--- src/rtl/sub_share_pkg.sv ---
`default_nettype none
// ============================================================================
// Module      : sub_share_pkg
// Description : Shared types, defaults and subtract helper for sub_share_arb.
//               SUB_SHARE_ARB_SAT_EN selects the saturating subtract.
// Revision    : 1.0  initial release
// ============================================================================
package sub_share_pkg;

    localparam int NUM_REQ_DEF = 4;
    localparam int DATA_W_DEF  = 8;

    // Operands are zero-extended to this width; DATA_W must not exceed it.
    localparam int c_CALC_W    = 32;

    typedef enum logic [1:0] {
        IDLE = 2'd0,
        EXEC = 2'd1,
        RESP = 2'd2
    } state_t;

    // Returns {borrow, diff}; the caller keeps the low DATA_W bits of diff.
    function automatic logic [c_CALC_W:0] sub_calc(
        input logic [c_CALC_W-1:0] x,
        input logic [c_CALC_W-1:0] y
    );
        logic                borrow;
        logic [c_CALC_W-1:0] diff;
        borrow = (x < y);
`ifdef SUB_SHARE_ARB_SAT_EN
        diff   = borrow ? '0 : (x - y);
`else
        diff   = x - y;
`endif
        return {borrow, diff};
    endfunction

endpackage
`default_nettype wire

--- src/rtl/sub_rr_pick.sv ---
`default_nettype none
// ============================================================================
// Module      : sub_rr_pick
// Description : Combinational round-robin picker; searches upward from
//               rr_ptr+1, wrapping modulo NUM_REQ.
// Revision    : 1.0  initial release
// ============================================================================
module sub_rr_pick #(
    parameter int NUM_REQ = 4,
    parameter int ID_W    = 2
) (
    input  logic [NUM_REQ-1:0] req_valid,
    input  logic [ID_W-1:0]    rr_ptr,
    output logic [NUM_REQ-1:0] grant,
    output logic [ID_W-1:0]    grant_idx,
    output logic               any_valid
);

    localparam logic [ID_W:0] c_NUM = (ID_W+1)'(NUM_REQ);

    always_comb begin
        logic [ID_W:0] w_pos;
        grant     = '0;
        grant_idx = '0;
        any_valid = 1'b0;
        w_pos     = '0;
        for (int k = 1; k <= NUM_REQ; k++) begin
            // rr_ptr + k stays below 2*NUM_REQ, so one subtract wraps it.
            w_pos = {1'b0, rr_ptr} + (ID_W+1)'(k);
            if (w_pos >= c_NUM) begin
                w_pos = w_pos - c_NUM;
            end
            if (!any_valid && req_valid[w_pos[ID_W-1:0]]) begin
                any_valid                 = 1'b1;
                grant[w_pos[ID_W-1:0]]    = 1'b1;
                grant_idx                 = w_pos[ID_W-1:0];
            end
        end
    end

endmodule
`default_nettype wire

--- src/rtl/sub_share_arb.sv ---
`default_nettype none
// ============================================================================
// Module      : sub_share_arb
// Description : Round-robin arbiter/sequencer sharing one subtract unit
//               between NUM_REQ requesters. Define SUB_SHARE_ARB_SAT_EN for
//               an unsigned saturating result.
// Revision    : 1.0  initial release
// ============================================================================
module sub_share_arb
    import sub_share_pkg::*;
#(
    parameter int NUM_REQ = NUM_REQ_DEF,
    parameter int DATA_W  = DATA_W_DEF,
    parameter int ID_W    = $clog2(NUM_REQ)
) (
    input  logic                      clk,
    input  logic                      rst_n,
    input  logic [NUM_REQ-1:0]        req_valid,
    input  logic [NUM_REQ*DATA_W-1:0] req_x,
    input  logic [NUM_REQ*DATA_W-1:0] req_y,
    output logic [NUM_REQ-1:0]        req_ready,
    output logic                      rsp_valid,
    output logic [ID_W-1:0]           rsp_id,
    output logic [DATA_W-1:0]         rsp_diff,
    output logic                      rsp_borrow,
    input  logic                      rsp_ready,
    output logic                      busy
);

    state_t               r_state;
    state_t               w_state_nxt;

    logic [ID_W-1:0]      r_rr_ptr;
    logic [ID_W-1:0]      r_id;
    logic [DATA_W-1:0]    r_x;
    logic [DATA_W-1:0]    r_y;

    logic                 r_rsp_valid;
    logic [ID_W-1:0]      r_rsp_id;
    logic [DATA_W-1:0]    r_rsp_diff;
    logic                 r_rsp_borrow;

    logic [NUM_REQ-1:0]   w_grant;
    logic [ID_W-1:0]      w_grant_idx;
    logic                 w_any_valid;
    logic                 w_xfer;
    logic                 w_rsp_fire;
    logic [c_CALC_W:0]    w_calc;

    logic [DATA_W-1:0]    w_x_arr [NUM_REQ];
    logic [DATA_W-1:0]    w_y_arr [NUM_REQ];

    genvar g;
    generate
        for (g = 0; g < NUM_REQ; g++) begin : g_unpack
            assign w_x_arr[g] = req_x[g*DATA_W +: DATA_W];
            assign w_y_arr[g] = req_y[g*DATA_W +: DATA_W];
        end
    endgenerate

    sub_rr_pick #(
        .NUM_REQ   (NUM_REQ),
        .ID_W      (ID_W)
    ) u_pick (
        .req_valid (req_valid),
        .rr_ptr    (r_rr_ptr),
        .grant     (w_grant),
        .grant_idx (w_grant_idx),
        .any_valid (w_any_valid)
    );

    // The picker only grants valid requesters, so a grant in IDLE is a transfer.
    assign w_xfer     = (r_state == IDLE) && w_any_valid;
    assign w_rsp_fire = (r_state == RESP) && r_rsp_valid && rsp_ready;

    assign w_calc = sub_calc(c_CALC_W'(r_x), c_CALC_W'(r_y));

    generate
        if (DATA_W < c_CALC_W) begin : g_calc_pad
            logic w_calc_unused;
            assign w_calc_unused = ^w_calc[c_CALC_W-1:DATA_W];
        end
    endgenerate

    always_ff @(posedge clk or negedge rst_n) begin
        if (!rst_n) begin
            r_state <= IDLE;
        end else begin
            r_state <= w_state_nxt;
        end
    end

    always_comb begin
        w_state_nxt = r_state;
        case (r_state)
            IDLE:    if (w_xfer)     w_state_nxt = EXEC;
            EXEC:                    w_state_nxt = RESP;
            RESP:    if (w_rsp_fire) w_state_nxt = IDLE;
            default:                 w_state_nxt = IDLE;
        endcase
    end

    // Grant is masked while reset is held so req_ready reads as zero then.
    always_comb begin
        req_ready = '0;
        busy      = 1'b0;
        if ((r_state == IDLE) && rst_n) begin
            req_ready = w_grant;
        end
        if ((r_state == EXEC) || (r_state == RESP)) begin
            busy = 1'b1;
        end
    end

    always_ff @(posedge clk or negedge rst_n) begin
        if (!rst_n) begin
            r_rr_ptr     <= ID_W'(NUM_REQ - 1);
            r_id         <= '0;
            r_x          <= '0;
            r_y          <= '0;
            r_rsp_valid  <= 1'b0;
            r_rsp_id     <= '0;
            r_rsp_diff   <= '0;
            r_rsp_borrow <= 1'b0;
        end else begin
            if (w_xfer) begin
                r_x  <= w_x_arr[w_grant_idx];
                r_y  <= w_y_arr[w_grant_idx];
                r_id <= w_grant_idx;
            end
            if (r_state == EXEC) begin
                r_rsp_valid  <= 1'b1;
                r_rsp_id     <= r_id;
                r_rsp_diff   <= w_calc[DATA_W-1:0];
                r_rsp_borrow <= w_calc[c_CALC_W];
            end
            if (w_rsp_fire) begin
                r_rsp_valid <= 1'b0;
                r_rr_ptr    <= r_id;
            end
        end
    end

    assign rsp_valid  = r_rsp_valid;
    assign rsp_id     = r_rsp_id;
    assign rsp_diff   = r_rsp_diff;
    assign rsp_borrow = r_rsp_borrow;

endmodule
`default_nettype wire

--- config.mk ---
export PLATFORM = sky130hd
export DESIGN_NAME = sub_share_arb
export DESIGN_NICKNAME = d
export VERILOG_FILES = /design/src/rtl/sub_share_pkg.sv /design/src/rtl/sub_rr_pick.sv /design/src/rtl/sub_share_arb.sv
export SDC_FILE = /design/constraint.sdc
export NUM_CORES = 1
export LEC_CHECK = 0
export ABC_CLOCK_PERIOD_IN_PS = 3450
export BUFFER_PORTS_ARGS = -buffer_cell sky130_fd_sc_hd__buf_2
export CORE_AREA = 2 2 107 109
export CTS_CLUSTER_DIAMETER = 120
export DETAILED_ROUTE_END_ITERATION = 12
export DIE_AREA = 0 0 109 111
export MAX_ROUTING_LAYER = met4
export PLACE_DENSITY = 0.48
export SLEW_MARGIN = 20
export SYNTH_ARGS = -nofsm -noshare
export SYNTH_HDL_FRONTEND = slang
export SYNTH_HIERARCHICAL = 1
export SYNTH_SLANG_ARGS = --single-unit
--- constraint.sdc ---
create_clock -name clk -period 3.45 [get_ports clk]
set_input_delay 0.5175 -clock clk [delete_from_list [all_inputs] [get_ports clk]]
set_output_delay 0.5175 -clock clk [all_outputs]
set_load 0.03 [all_outputs]
== Yosys cells after proc, flatten, opt, wreduce, memory -nomap -nowiden ==
Index checks and enable logic that the tools add are counted.

* Equality and inequality tests: 4
* $lt $le $gt $ge: 14
* Reductions and logical operators: 18
* Add/sub/neg operators: 9
* Shifts and indexed selects: 0
* Muxes and demuxes: 45
* Bitwise operators: 4
* Multiply operators: 0
* Divide/modulo/power cells: 0

{| class="wikitable"
|+ Operators by type and width
! cell !! count
|-
| binary-select mux 8 bit (select 2 bit) || 2
|-
| 2-to-1 mux 8 bit || 4
|-
| 2-to-1 mux 2 bit || 10
|-
| 2-to-1 mux 4 bit || 5
|-
| greater-or-equal comparator 3 bit, second input constant || 5
|-
| 2-to-1 mux 1 bit || 15
|-
| < comparator 2 x 3 -> 1 bit, second input constant || 4
|-
| OR 4 bit || 3
|-
| logical AND 1 bit || 11
|-
| binary-select mux 1 bit (select 2 bit) || 4
|-
| demux 1 bit (select 2 bit) || 4
|-
| greater-or-equal comparator 2 x 1 -> 1 bit, second input constant || 4
|-
| < comparator 8 bit || 1
|-
| subtractor 2 x 1 -> 2 bit, second input constant || 4
|-
| subtractor 8 bit || 1
|-
| adder 2 x 2 -> 3 bit, second input constant || 2
|-
| case mux 2 bit (3 select lines) || 1
|-
| != test 2 bit, second input constant || 2
|-
| adder 2 x 1 -> 3 bit, second input constant || 1
|-
| adder 2 x 3 -> 3 bit, second input constant || 1
|-
| logical NOT 1 bit || 3
|-
| inverter 2 -> 3 bit || 1
|-
| == test 2 x 1 -> 1 bit, second input constant || 1
|-
| == test 2 bit, second input constant || 1
|-
| other kinds (4) || 4
|}

* Memories kept: 0
* Output and inout port bits: 17
* ROM bits: 0
* Logic and storage cells: 103
* Flip-flop bits (word level): 34
* Bits in latches: 0
* Input port bits: 71
* RAM bits: 0

== Logic depth before layout (Yosys ltp) ==
Gate-level depths: netlist (run 1).

* Depth after elaboration: 19
* Gate-level depth with buffers: 12
* Mapped depth without buffers: 8

== Cells and area by module ==
Netlist (run 1), hierarchy kept.

{| class="wikitable"
|+ By module, submodules not included
! module !! area an instance (sq um) !! cells an instance !! seq. area each (sq um) !! instances
|-
| sub_share_arb || 2167.1 || 173 || 853.3 || 1
|-
| sub_rr_pick || 525.5 || 68 || 0.0 || 1
|}

== Least setup slack after synthesis (run 1) ==
No wires, ideal clock.

* Path kind: reg-to-reg
* Start point: reg r_rr_ptr[0]
* End point: reg r_x[0]
* Required time: 3.325 ns
* Cell stages (with the launch flop): 12
* Period minus slack after synthesis: 2.808 ns
* Path buffers: 4
* Setup time: 0.125 ns
* Path slack: 0.642 ns
* Arrival time: 2.683 ns
* Cell sequence: dfstp_2 > buf_4 > inv_2 > ha_1 > buf_6 > a221oi_1 > a211oi_1 > o22a_1 > clkbuf_1 > buf_2 > mux4_2 > mux2_2

* Longest elaborated chain between the ends: 19
* Elaborated cells on any way between the ends: 43
* Classes of those cells: add/sub: 8; order compare: 4; mux: 23; bitwise: 1; reduce/logical: 7

{| class="wikitable"
|+ RTL lines
! what !! line !! text
|-
| start: declaration || sub_share_arb.sv:33 || <nowiki>logic [ID_W-1:0] r_rr_ptr;</nowiki>
|-
| start signal: assignment || sub_share_arb.sv:117 || <nowiki>r_rr_ptr <= ID_W'(NUM_REQ - 1);</nowiki>
|-
| start signal: assignment || sub_share_arb.sv:139 || <nowiki>r_rr_ptr <= r_id;</nowiki>
|-
| adder 2 x 1 -> 3 bit || sub_rr_pick.sv:29 || <nowiki>w_pos = {1'b0, rr_ptr} + (ID_W+1)'(k);</nowiki>
|-
| greater-or-equal comparator 3 bit / subtractor 2 x 1 -> 2 bit (equally long branches) || sub_rr_pick.sv:30, sub_rr_pick.sv:31 ||
|-
| 2-to-1 mux 2 bit || sub_rr_pick.sv:30 || <nowiki>if (w_pos >= c_NUM) begin</nowiki>
|-
| binary-select mux 1 bit (select 2 bit) || sub_rr_pick.sv:33 || <nowiki>if (!any_valid && req_valid[w_pos[ID_W-1:0]]) begin</nowiki>
|-
| 2-to-1 mux 1 bit (not written as such) || sub_rr_pick.sv:33 ||
|-
| 2-to-1 mux 1 bit || sub_rr_pick.sv:33 ||
|-
| logical NOT 1 bit || sub_rr_pick.sv:33 ||
|-
| logical AND 1 bit || sub_rr_pick.sv:33 ||
|-
| [... 3 more ...] || -- ||
|-
| 2-to-1 mux 1 bit || sub_rr_pick.sv:33 ||
|-
| logical NOT 1 bit || sub_rr_pick.sv:33 ||
|-
| logical AND 1 bit || sub_rr_pick.sv:33 ||
|-
| 2-to-1 mux 2 bit * || sub_rr_pick.sv:33 ||
|-
| net w_grant_idx[1] || sub_share_arb.sv:44 || <nowiki>logic [ID_W-1:0] w_grant_idx;</nowiki>
|-
| inverter 2 -> 3 bit (not written as such) * || sub_share_arb.sv:127 || <nowiki>r_x <= w_x_arr[w_grant_idx];</nowiki>
|-
| binary-select mux 8 bit (select 2 bit) * || sub_share_arb.sv:127 ||
|-
| 2-to-1 mux 8 bit (not written as such) * (2 in series) || sub_share_arb.sv:127 ||
|-
| end signal: assignment || sub_share_arb.sv:127 ||
|-
| end: declaration || sub_share_arb.sv:35 || <nowiki>logic [DATA_W-1:0] r_x;</nowiki>
|}

Mark *: on every way through the listed nets, which the timed path passes. The rest lies on a longest branch. The select of a mux whose other input is x is not followed.
A chain may end at the register's enable or synchronous reset.

== Final worst setup path (run 1) ==
* Start point: reg r_rr_ptr[0]
* End point: out req_ready[2]

* Longest elaborated chain between the ends: 16
* Elaborated cells on any way between the ends: 61
* Classes of those cells: add/sub: 8; order compare: 12; mux: 28; bitwise: 3; reduce/logical: 10

{| class="wikitable"
|+ RTL lines
! what !! line !! text
|-
| parallel branches: the longest is 14 deep, another holds adder 2 x 1 -> 3 bit || -- ||
|-
| 2-to-1 mux 4 bit * || sub_rr_pick.sv:33 ||
|-
| net w_grant[2] || sub_share_arb.sv:43 || <nowiki>logic [NUM_REQ-1:0] w_grant;</nowiki>
|-
| 2-to-1 mux 4 bit * || sub_share_arb.sv:107 || <nowiki>if ((r_state == IDLE) && rst_n) begin</nowiki>
|-
| end: declaration || sub_share_arb.sv:21 || <nowiki>output logic [NUM_REQ-1:0] req_ready,</nowiki>
|}

Mark *: on every way through the listed nets, which the timed path passes. The select of a mux whose other input is x is not followed.

==> metrics.csv, run 1 <==
metric,value,unit
syn_to_final_growth,26.30,%
clockRootBuffer,clkbuf_16,
drt-wirelength-per-cell,13.90,um
tritoncts,done,
status,"complete, no violations",
clock_skew,0.002598,ns
setup_violations,0,
cts_resized,0,
r2r_start,r_rr_ptr[0],
grtUsageMet1,15.68,%
max_clock_freq,306.4,MHz
diodes,0,
seqPwrFrac,21.9,%
relSlewSlack,45.18,%
crit_type,flop to primary output,
io_buffers,87,
rr_endpoint,r_y[0],
pwr-share-comb,65.9,%
r2r_cells,8,
rsz0062_at_grt,no,
final_common_cell,buf_2,
fp.dieW,109,um
antenna_found_initial,0,
die_area,12100,um2
timing_hold_violations_final,0,
ys_ff_latch,34,
crit_required,2.93,ns
grt_max_degree,35,
final_cell_mix,"buf_2 (87), dfrtp_1 (32), mux2_2 (23)",
grtUsageTotal,11.59,%
tightest_slew,0.8203,ns
num_vias,2165,
grt_pass1_vias,2151,
grt-busiest-layer,met2,
worstSetupStartpointType,flop,
postRouteAntennaNets,0,
finalMaxSlewViolations,0,
fin_setup_tns,0,ns
synth_edf_count,0,
cp_slowest_cell,dfstp_2,
viasPerCell,4.597,
clk_latency,0.27,ns
grtUsageMet2,17.60,%
p_leak,1.555,nW
synth_cell_types,51,
path_max_fanout,17,
drt_iter0_drc,74,
fp-row-count,39,
internal_power,2.054,mW
htreeDepth,2,
dp_hpwl,5193,um
hold_path_class,input pin to async pin,
critPathArrivalTime,2.75,ns
synth_cells,241,
gr-total-overflow,0,
layout.nets,419,
die_height,111,um
grt_use_met3,2.058,%
cts-hold-fix-buffers,0,
synth.avg_cell_area,11.17,um2
finalWirelength,6546,um
p_clk_share,12.2,%
cts.sinks,34,
gp_congestion,0.8090,
drv_cap,0,
grt_pass1_wl,10770,um
drt_pass1_iterations,6,
r2r_setup_slack,0.38,ns
switchingPower,1.571,mW
route.detailed.drc,0,
cp_cell_sequence,inv_2 > ha_2 > mux2i_4 > o21ai_1 > a221o_1 > and3_1 > buf_2,
placed_area,3251,um2
slowest_delay,0.74,ns
clk_pin_slew,0.05,ns
ios,88,
async_flop_share,100.0,%
period_needed,3.263,ns
cts.path.max_buffers,2,
powerDensity,1066,nW/um2
yosysWarnings,6,
synth-seq-area-share,31.69,%
synth_area,2693,um2
initial_core_util,24.31,%
ys.flop_type,dfrtp_1,
fin_area,3401,um2
fin_crit_sh,94.59,%
syn_nets,333,
swShare,43.35,%
ir_drop,0.2852,mV
fill_cells,1138,
post_cts_buffers,0,
drive_gt1_share,42.99,%
numCtsBuffers,5,
core_area,11080,um2
critPathCaptureType,primary output,
-- final cells by class --
| cell class | count | area, um2 | share of cell area (%) |
|---|---|---|---|
| multi-input cells | 178 | 1679 | 49.37 |
| flip-flops and latches | 34 | 853.3 | 25.09 |
| repair buffers | 91 | 478.0 | 14.05 |
| well taps | 143 | 178.9 | 5.261 |
| clock inverters | 1 | 5.005 | 0.1472 |
| inverters | 17 | 63.81 | 1.876 |
| clock buffers | 7 | 142.6 | 4.194 |
-- cells in the mapped netlist (all sizes together) (2+ instances only) --
cell,n,area share [%]
a211oi,5,1.9
a21boi,2,0.56
a21o,2,0.56
a21oi,11,2.2
a221o,4,1.5
a221oi,2,0.88
and3,4,0.93
buf,9,3.3
clkbuf,3,0.42
dfrtp,32,30
dfstp,2,2.0
ha,20,9.3
inv,16,2.2
mux2,23,9.6
mux2i,4,2.0
mux4,17,15
nand2,21,2.9
nand2b,3,0.70
nand3,3,0.56
nor2,10,1.5
nor2b,4,0.93
nor3,3,0.56
o21a,3,0.84
o21ai,19,3.5
o22a,2,0.65
o2bb2ai,2,0.65
o31a,2,0.65
-- cell families after synthesis --
| family | share of synthesized area [%] |
|---|---|
| fa+ha+maj | 10.04 |
| buf+inv | 6.040 |
| compound gates | 15.61 |
| mux | 26.77 |
| simple gates | 9.201 |
| flops | 31.69 |
| xor+xnor | 0.6507 |
-- power groups by stage --
stage / combinational (mW) / clock [mW] / sequential [mW]
2_1_floorplan: 1.84 / 0 / 0.880
3_3_place_gp: 2.39 / 0 / 0.797
3_5_place_dp: 2.41 / 0 / 0.806
4_1_cts: 2.42 / 0.459 / 0.800
5_1_grt: 2.66 / 0.475 / 0.833
6_report: 2.39 / 0.444 / 0.794
-- through the flow --
| stage | setup slack (ns) | cells | hold WS, ns | utilization (%) | total power, mW |
|---|---|---|---|---|---|
| after floorplan | 0.6421 | 241 | 0.2219 | - | 2.719 |
| after global placement | 0.4226 | 463 | 0.4641 | 29.35 | 3.182 |
| after detailed placement | 0.3627 | 463 | 0.4778 | 29.35 | 3.218 |
| after CTS | 0.09947 | 471 | 0.3833 | 30.68 | 3.680 |
| after global routing | 0.008803 | 471 | 0.4030 | 30.70 | 3.965 |
| final | 0.1867 | 471 | 0.3445 | 30.70 | 3.625 |
-- registers in the layout (all words and copies together), names as in the netlist --
| signal | flops |
|---|---|
| r_id | 2 |
| r_rr_ptr | 2 |
| r_state | 2 |
| r_x | 8 |
| r_y | 8 |
| rsp_borrow | 1 |
| rsp_diff | 8 |
| rsp_id | 2 |
| rsp_valid | 1 |
-- per-layer routing --
metal	wire, um	part of all wire, %	vias up
li1	-	-	1083
met1	2962	45	1018
met2	3155	48	56
met3	309	4.7	8
met4	118	1.8	0
met5	0	0	-
-- worst max-delay path: cells and delay by family, from the launching register on --
| kind | cells | cell delay [ns] |
|---|---|---|
| compound gates | 2 | 0.37 |
| mux | 1 | 0.36 |
| flops | 1 | 0.74 |
| fa+ha+maj | 1 | 0.49 |
| buf+inv | 2 | 0.32 |
| simple gates | 1 | 0.18 |
-- worst max path at each step --
stage                startpoint           end  slack, ns
floorplan           r_rr_ptr[0]        r_x[0]       0.64
global placement    r_rr_ptr[0]        r_y[2]       0.42
detailed placement  r_rr_ptr[0]        r_y[0]       0.36
CTS                 r_rr_ptr[0]  req_ready[3]        0.1
global route        r_rr_ptr[0]  req_ready[0]      0.009
finish              r_rr_ptr[0]  req_ready[2]       0.19
Power figures use the tool's default switching activity.
==> run 2, diff against run 1 <==
CTS_BUF_LIST = sky130_fd_sc_hd__clkbuf_4 sky130_fd_sc_hd__clkbuf_8 sky130_fd_sc_hd__clkbuf_16   (was not set)
TNS_END_PERCENT = 30   (was not set)
==> run 2 against run 1 <==
  * Flip-flop and latch count unchanged
  * Highest routed layer unchanged
  * Largest cell class unchanged
  * Critical path type unchanged
  * Core utilization about the same
  * Cell count unchanged
  * Wire length up 0.50%
==> metrics.csv, run 2 (synthesis gave the netlist of run 1 again) <==
metric,value,unit,change
postRouteAntennaNets,0,,unchanged
ir_drop,0.2853,mV,was 0.2852 mV
die_height,111,um,unchanged
power,3.634,mW,was 3.625 mW
fin_setup_tns,0,ns,unchanged
grt_pass1_wl,10780,um,"was 10,770 um"
final_cell_mix,"buf_2 (87), dfrtp_1 (32), mux2_2 (23)",,unchanged
p_clk_share,12.4,%,was 12.2%
numCtsBuffers,5,,unchanged
fp-row-count,39,,unchanged
diodes,0,,unchanged
place_ws,0.3627,ns,unchanged
seqPwrFrac,21.8,%,was 21.9%
cts.path.max_buffers,2,,unchanged
htreeDepth,2,,unchanged
die_area,12100,um2,unchanged
rsz0062_at_grt,no,,unchanged
clockRootBuffer,clkbuf_16,,unchanged
timing_hold_violations_final,0,,unchanged
finalWirelength,6579,um,was 6546 um
io_buffers,87,,unchanged
drt-wirelength-per-cell,13.97,um,was 13.90 um
status,"complete, no violations",,unchanged
wl_met3,330,um,was 309 um
p_leak,1.558,nW,was 1.555 nW
syn_to_final_growth,26.44,%,was 26.30%
final_core_utilization,30.74,%,was 30.70%
worstSetupStartpointType,flop,,unchanged
clk_pin_slew,0.05,ns,about the same
wl_met2,3174,um,was 3155 um
dp_hpwl,5193,um,unchanged
swShare,43.26,%,was 43.35%
drt_iter0_drc,74,,unchanged
critPathArrivalTime,2.74,ns,was 2.75 ns
fin_crit_sh,94.56,%,was 94.59%
max_clock_freq,306.5,MHz,was 306.4 MHz
crit_type,flop to primary output,,unchanged
final_common_cell,buf_2,,unchanged
switchingPower,1.572,mW,was 1.571 mW
route.detailed.drc,0,,unchanged
clock_skew,0.001947,ns,was 0.002598 ns
powerDensity,1067,nW/um2,was 1066 nW/um2
gp_congestion,0.8090,,unchanged
cts.sinks,34,,unchanged
relSlewSlack,45.18,%,about the same
initial_core_util,24.31,%,unchanged
finalMaxSlewViolations,0,,unchanged
layout.nets,419,,unchanged
fill_cells,1139,,"was 1,138"
cts-hold-fix-buffers,0,,unchanged
internal_power,2.062,mW,was 2.054 mW
fp.dieW,109,um,unchanged
regArea,853.3,um2,unchanged
drv_cap,0,,unchanged
grtUsageTotal,11.59,%,unchanged
num_vias,2172,,"was 2,165"
path_max_fanout,17,,unchanged
wl_met1,2956,um,was 2962 um
tightest_slew,0.8203,ns,about the same
core_area,11080,um2,unchanged
grt_pass1_vias,2153,,"was 2,151"
viasPerCell,4.611,,was 4.597
fin_ws,0.1878,ns,was 0.1867 ns
hold_path_class,input pin to async pin,,unchanged
tritoncts,done,,unchanged
critPathCaptureType,primary output,,unchanged
dr.max_layer_used,met4,,unchanged
clk_latency,0.27,ns,about the same
multi_input_area,1679,um2,unchanged
antenna_found_initial,0,,unchanged
period_needed,3.262,ns,was 3.263 ns
grt_max_degree,35,,unchanged
ios,88,,unchanged
crit_required,2.93,ns,about the same
pwr-share-comb,65.8,%,was 65.9%
drive_gt1_share,43.29,%,was 42.99%
setup_violations,0,,unchanged
gr-total-overflow,0,,unchanged
drt_pass1_iterations,4,,was 6
## run 2: changes by cell type in the layout (fill, tap and decap cells not counted)
| cell | change |
|---|---|
| clkbuf_4 | +1 |
| clkbuf_1 | -1 |
## run 2: per-layer routing
| layer | up-vias | GRT usage, % |
|---|---|---|
| met5 | - | - |
| met4 | 0 | 3.590 |
| met3 | 8 | 2.058 |
| met2 | 59 | 17.60 |
| met1 | 1023 | 15.68 |
| li1 | 1082 | - |
## run 2: final timing paths
check,slack (ns),cells after the start,from,endpoint
hold / removal,0.35,2,rst_n,r_state[0]
max in group asynchronous,2.77,2,rst_n,r_rr_ptr[0]
hold reg to reg,0.48,1,rsp_diff[3],rsp_diff[3]
setup / recovery,0.19,7,r_rr_ptr[0],req_ready[2]
setup reg to reg,0.38,8,r_rr_ptr[0],r_y[0]
min in group clk,0.48,1,rsp_diff[3],rsp_diff[3]
## run 2: final cells by class
type / count / share of cell area [%]
Clock buffer: 7 / 4.300
Multi-Input combinational cell: 178 / 49.32
Tap cell: 143 / 5.255
Clock inverter: 1 / 0.1470
Inverter: 17 / 1.874
Sequential cell: 34 / 25.06
Timing Repair Buffer: 91 / 14.04
## run 2: through the flow
stage          hold WS, ns  std cells  area [um2]
3_5_place_dp        0.4778        463        3251
3_3_place_gp        0.4641        463        3251
5_1_grt             0.4030        471        3405
4_1_cts             0.3833        471        3402
2_1_floorplan       0.2219        241        2693
6_report            0.3468        471        3405
## run 2: power groups by stage
stage | registers (mW) | clock network (mW) | logic, mW
6_report | 0.793 | 0.450 | 2.39
5_1_grt | 0.833 | 0.483 | 2.66
4_1_cts | 0.800 | 0.467 | 2.42
3_5_place_dp | 0.806 | 0 | 2.41
3_3_place_gp | 0.797 | 0 | 2.39
2_1_floorplan | 0.880 | 0 | 1.84
## run 2: repair_timing
item / in CTS / in global routing
resized for setup: 0 / 1
setup endpoints to repair: 0 / 4
setup buffers: 0 / 0
## run 2: worst max-delay path, cell delays in order (launching register included)
cell and delay [ns]:
dfstp_2 0.74, inv_2 0.15, ha_2 0.49, mux2i_4 0.36
o21ai_1 0.11, a221o_1 0.26, and3_1 0.18, buf_2 0.17
